### src/rtl/mul_sched.sv
// Two-requester front end for a shared multiplier core.
// Round-robin grant, timeout on a silent core, result held until accepted.
module mul_sched #(
  parameter int WIDTH = 16,
  parameter int TMO   = 20
) (
  input  logic               clk_i,
  input  logic               rst_i,
  input  logic               req0_i,
  input  logic               req1_i,
  input  logic [WIDTH-1:0]   a0_i,
  input  logic [WIDTH-1:0]   b0_i,
  input  logic [WIDTH-1:0]   a1_i,
  input  logic [WIDTH-1:0]   b1_i,
  output logic               gnt0_o,
  output logic               gnt1_o,
  output logic               mul_start_o,
  output logic [WIDTH-1:0]   mul_a_o,
  output logic [WIDTH-1:0]   mul_b_o,
  input  logic               mul_done_i,
  input  logic [2*WIDTH-1:0] mul_p_i,
  output logic               res_valid_o,
  output logic               res_id_o,
  output logic [2*WIDTH-1:0] res_p_o,
  output logic               res_err_o,
  input  logic               res_ready_i,
  output logic               busy_o
);

  localparam int CW = (TMO > 1) ? $clog2(TMO + 1) : 1;

  localparam logic [1:0] IDLE = 2'd0;
  localparam logic [1:0] LOAD = 2'd1;
  localparam logic [1:0] WAIT = 2'd2;
  localparam logic [1:0] OUT  = 2'd3;

  logic [1:0]    state;
  logic          owner;
  logic          last;
  logic [CW-1:0] cnt;
  logic          win;

  // Ties go to whoever was not granted last.
  always_comb begin
    win = 1'b0;
    unique case (1'b1)
      req0_i && req1_i:  win = ~last;
      req1_i && !req0_i: win = 1'b1;
      default:           win = 1'b0;
    endcase
  end

  always_ff @(posedge clk_i or negedge rst_i) begin
    if (!rst_i) begin
      state     <= IDLE;
      owner     <= 1'b0;
      last      <= 1'b1;
      cnt       <= '0;
      mul_a_o   <= '0;
      mul_b_o   <= '0;
      res_p_o   <= '0;
      res_err_o <= 1'b0;
    end else begin
      case (state)
        IDLE: begin
          if (req0_i || req1_i) begin
            state   <= LOAD;
            owner   <= win;
            last    <= win;
            mul_a_o <= win ? a1_i : a0_i;
            mul_b_o <= win ? b1_i : b0_i;
          end
        end
        LOAD: begin
          state <= WAIT;
          cnt   <= '0;
        end
        WAIT: begin
          if (mul_done_i) begin
            res_p_o   <= mul_p_i;
            res_err_o <= 1'b0;
            state     <= OUT;
          end else if (cnt == CW'(TMO - 1)) begin
            res_p_o   <= '0;
            res_err_o <= 1'b1;
            state     <= OUT;
          end else begin
            cnt <= cnt + CW'(1);
          end
        end
        OUT: begin
          if (res_ready_i) state <= IDLE;
        end
        default: state <= IDLE;
      endcase
    end
  end

  assign gnt0_o      = (state == LOAD) && !owner;
  assign gnt1_o      = (state == LOAD) && owner;
  assign mul_start_o = (state == LOAD);
  assign res_valid_o = (state == OUT);
  assign res_id_o    = owner;
  assign busy_o      = (state != IDLE);

endmodule

### config.mk
export PLATFORM = sky130hd
export DESIGN_NAME = mul_sched
export DESIGN_NICKNAME = d
export VERILOG_FILES = /design/src/rtl/mul_sched.sv
export SDC_FILE = /design/constraint.sdc
export NUM_CORES = 1
export LEC_CHECK = 0
export CAP_MARGIN = 15
export CORE_MARGIN = 1.5
export CORE_UTILIZATION = 40
export CTS_BUF_LIST = sky130_fd_sc_hd__clkbuf_4
export DETAILED_ROUTE_END_ITERATION = 7
export GPL_TIMING_DRIVEN = 0
export HOLD_SLACK_MARGIN = 0.1
export PLACE_DENSITY = 0.94
export SKIP_LAST_GASP = 1
export SYNTH_ARGS = -nofsm -noshare
export SYNTH_HDL_FRONTEND = slang
export SYNTH_SLANG_ARGS = --single-unit
### constraint.sdc
create_clock -name clk_i -period 1.8 [get_ports clk_i]
set_input_delay 0.36 -clock clk_i [delete_from_list [all_inputs] [get_ports clk_i]]
set_output_delay 0.36 -clock clk_i [all_outputs]
set_load 0.01 [all_outputs]
---- Yosys cells after proc, flatten, opt, wreduce, memory -nomap -nowiden ----
Cells that the tools add are included.
storage, ports and cells
  register bits ........................... 74
  word-level logic and storage cells ...... 49
cells by class
  $add $sub $neg .......................... 1
  equal/unequal tests ..................... 9
  muxes and demuxes ....................... 15
  bitwise gates (word level) .............. 1
  reductions and logical operators ........ 15
operators by type and width
  operator                                                count
  two-way mux 32 bit                                      2
  two-way mux 16 bit                                      2
  two-way mux 5 bit                                       2
  one-hot mux 5 bit (2 select lines)                      1
  two-way mux 2 bit                                       4
  one-hot mux 2 bit (4 select lines)                      1
  inequality test 2 bit (second input constant)           3
  AND reduction 3 bit                                     2
  nonzero test 2 bit                                      3
  adder 5 x 1 -> 5 bit (second input constant)            1
  == test 5 bit (second input constant)                   1
  == test 2 bit (second input constant)                   2
  logical AND 1 bit                                       4
  AND reduction 2 bit                                     2
  inequality test 3 bit (second input constant)           1
  == test 2 x 1 -> 1 bit (second input constant)          1
  logical NOT 1 bit                                       2
  logical NOT 2 bit                                       1
  two-way mux 1 bit                                       2
  inequality test 2 x 1 -> 1 bit (second input constant)  1
  one-hot mux 1 bit (2 select lines)                      1
  logical OR 1 bit                                        1
  NOT 1 bit                                               1

---- Depth between registers and ports, before layout ----
  word-level depth ........................ 4
  depth in mapped cells ................... 7

---- Worst setup path after synthesis ----
No wires, ideal clock.
  path kind ............................... register to register
  start point ............................. reg state[0]
  end point ............................... reg state[1]
  library setup time ...................... 0.125 ns
  data arrival time ....................... 1.492 ns
  required time ........................... 1.675 ns
  slack ................................... 0.183 ns
  stages on the path, launching flop included .. 6
  cell sequence ........................... dfrtp_1 > inv_1 > ha_1 > or3b_1 > o221a_2 > mux2_4
between the ends
  longest elaborated chain between the ends .. 3
ends and longest elaborated chain
  item                                                            line  text
  start: declaration                                              37    logic [1:0] state;
  start signal: assignment                                        55    state <= IDLE;
  start signal: assignment                                        67    state <= LOAD;
  start signal: assignment                                        75    state <= WAIT;
  == test 2 bit or logical NOT 2 bit (tied branches)              64    case (state)
  inequality test 3 bit (no source line) (tied with other cells)  n/a
  AND reduction 3 bit (no source line)                            n/a
Parallel ways exist; a longest one is shown, timed or not.
A chain may end at the register's enable or synchronous reset.

---- Final worst setup path ----
  start point ............................. reg state[0]
  end point ............................... out gnt1_o
between the ends
  longest elaborated chain between the ends .. 2
ends and longest elaborated chain
  item                    line  text
  == test 2 x 1 -> 1 bit  100   assign gnt1_o = (state == LOAD) && owner;
  logical AND 1 bit       100
  end: declaration        16    output logic gnt1_o,
No other way between the ends.

==> impl_results.md <==
* RSZ-0062 raised after global routing: yes
* Sequential area share after synthesis at 57.1%
* Diode count at 0
* Ys flop type: dfrtp_1
* WHS at ~0.081 ns
* Worst-margin pin slew at ~0.92 ns
* Vias in the first global route at just over 3,000
* Total Wirelength at 9350 um
* DRT Pass-1 Iters at 4
* Vias at 2,897
* Congestion Overflow GR at 0
* Post-synth EDFFs at 0
* Maximum number of pins on one net before global-route repair at between 70 and 80
* Syn_nets at ~380
* CP bufs+invs at 2
* I/O pin total at roughly 170
* Async SR Flop Fraction at 100%
* Worst stage delay on the critical path at between 0.4 and 0.5 ns
* Area Overhead vs Synth at 63.3%
* Ys Warns at 0
* Maximum root-to-sink buffer count at 2
* GPL Wtd Cong at 0.716
* DRC at 0
* WP depth at 4
* Hold Fails Final Rpt at 0
* Highest-count cells in the layout ignoring fill and taps: clkdlybuf4s50_1 (165), dfrtp_1 (73), o21ai_0 (36), a22o_1 (34)
* Mapped cell area at 3250 um2
* Worst Path Max Fanout at 3
* Seq cells post-synth at 74
* Crit path cell chain: buf_4 > ha_4 > and2_1 > buf_2
* Power per cell area at 1520 nW/um2
* Final Skew at 0.0161 ns
* Skew-Pair Late Insertion Delay at 0.39 ns
* Total power at 0.00807 W
* ANT nets after route at 0
* CP endpoint kind: primary output
* # setup viols final at 0
* Initial core utilization at 41.6%
* Worst path required time at ~1.4 ns
* Post-CTS Hold Buffers at 0
* DP HPWL at 7160 um
* Place WS at -0.388 ns
* I/O Buffers at 171
* CTS Buf Count at 9
* CTS root buffer: clkbuf_4
* Worst setup SP type: flip-flop
* Clk slew on worst S/H paths at 0.12 ns
* First-pass GRT wire length at 14,300 um
* Leakage at 2.37 nW
* Chip Width at 93.1 um
* Met3 routed WL at between 800 and 900 um
* Core region area at between 7000 and 8000 um2
* FILL cells at ~580
* Synthesized area per cell at 11.8 um2
* Setup TNS at 0 ns
* Post-Synthesis Cells at 274
* Most common cell after layout, fill and taps aside: clkdlybuf4s50_1
* Row count at 32
* Post-route minimum period at between 1.5 and 2 ns
* Min-delay worst type: in2async
* Share of layout cells above drive strength 1 at 11.2%
* Number of H-tree levels at 3
* Finished Layout Cells at 568
* Maximum VDD drop at 0.841 mV
* Routed wl met2 at roughly 4600 um
* Vias per cell at 5.10
* Worst R2R Path Depth at 7
* Fin crit share at 96.8%
* CP max stage cell: dfrtp_1
* Final nets at 570
* Yosys cell types at 36
* DR WL/cell at 16.5 um
* Fmax at 0.574 GHz
* Global Route Usage Sum at between 20% and 30%
* Max Used Layer: met4
* Top Family by Delay on Critical Path: flip-flops
* Post-Place Cells at 547
* Die ar. at around 8700 um2
* Starting DRT DRC Count at 85
* Setup slack after layout at 0.0583 ns
* Met1 wire length at around 3700 um
* Antenna violations before repair at 0
* Critical path arrival at roughly 1.4 ns
* Status: completed
* Sinks on Clock Net at 74
* # Max-Cap Violations at 0
* Type of the worst setup path: reg2out
* Die height at 93.1 um
* Pins Over Slew Limit at 0
* TritonCTS clock tree: yes
* Max transition margin at 38.7%
## flip-flops by register name (all words and copies together) (netlist names)
register,count
last,1
state,2
res_id_o,1
mul_a_o,16
cnt,5
mul_b_o,16
res_p_o,32
res_err_o,1
## power breakdown
| group | internal, W | switching, W | leakage [nW] |
|---|---|---|---|
| clock network | 0.000581 | 0.000529 | 0.0820 |
| registers | 0.00241 | 0.000444 | 0.928 |
| logic | 0.00233 | 0.00177 | 1.36 |
| total | 0.00532 | 0.00275 | 2.37 |
## metal layers
metal / track usage (%) / vias to the layer above
met2: 37.2 / 142
met1: 24.4 / 1391
met4: 8.84 / 0
li1: - / 1352
met5: 0 / -
met3: 6.18 / 12
## layout make-up
class	count	area [um2]	area share, %
well taps	102	128	2.41
plain buffers	21	136	2.57
clock buffers	11	82.6	1.56
multi-input cells	173	1270	24.0
repair buffers	177	1740	32.8
flip-flops and latches	74	1850	34.9
inverters	6	22.5	0.425
clock inverters	4	67.6	1.27
## repair_timing
action,4_1_cts,5_1_grt
resized for setup,18,12
pin swaps,0,1
setup endpoints to repair,57,53
setup buffers,3,3
## cell usage after synthesis (all sizes together) (2+ instances only)
cell type / count / area share [%]
dfrtp: 73 / 56
inv: 6 / 0.69
ha: 6 / 2.3
buf: 15 / 3.3
nor2b: 4 / 0.77
o21ai: 37 / 5.8
nand2b: 2 / 0.39
mux2i: 33 / 10
and2: 2 / 0.39
nand2: 33 / 3.8
clkbuf: 6 / 0.69
or3b: 2 / 0.54
a21oi: 2 / 0.31
nor2: 2 / 0.23
a22o: 34 / 9.2
## path summary, 6_finish.rpt
check | startpoint | endpoint | slack [ns]
min in group clk_i | mul_done_i | cnt[0] | 0.40
worst max register to register | state[1] | res_p_o[2] | 0.07
max in group asynchronous | rst_i | mul_a_o[11] | 1.10
worst min-delay path | rst_i | res_p_o[7] | 0.08
worst max-delay path | state[0] | gnt1_o | 0.06
worst min register to register | mul_a_o[3] | mul_a_o[3] | 0.49
## cells by family (layout without fill, tap and decap cells)
group	Yosys count	count (layout)	synth area share, %
AOI/OAI and AO/OA	82	82	17.6
DFF	74	74	57.1
adders and majority gates	6	6	2.31
and+or+nand+nor	51	51	7.63
buffers and inverters	27	219	4.70
muxes	34	34	10.6
## worst reg2reg max path: cells and delay by family, from the launching register on
kind / cells / cell delay (ns)
buffers and inverters: 4 / 0.65
AOI/OAI and AO/OA: 1 / 0.21
and+or+nand+nor: 1 / 0.17
adders and majority gates: 1 / 0.16
DFF: 1 / 0.42
## per-stage QoR
step | cell area, um2 | util [%]
floorplan | 3250 | -
global placement | 5090 | 65.1
detailed placement | 5080 | 65.1
CTS | 5280 | 67.6
global route | 5300 | 67.9
finish | 5300 | 67.9
Note: power is estimated with default switching activity, not from simulation.
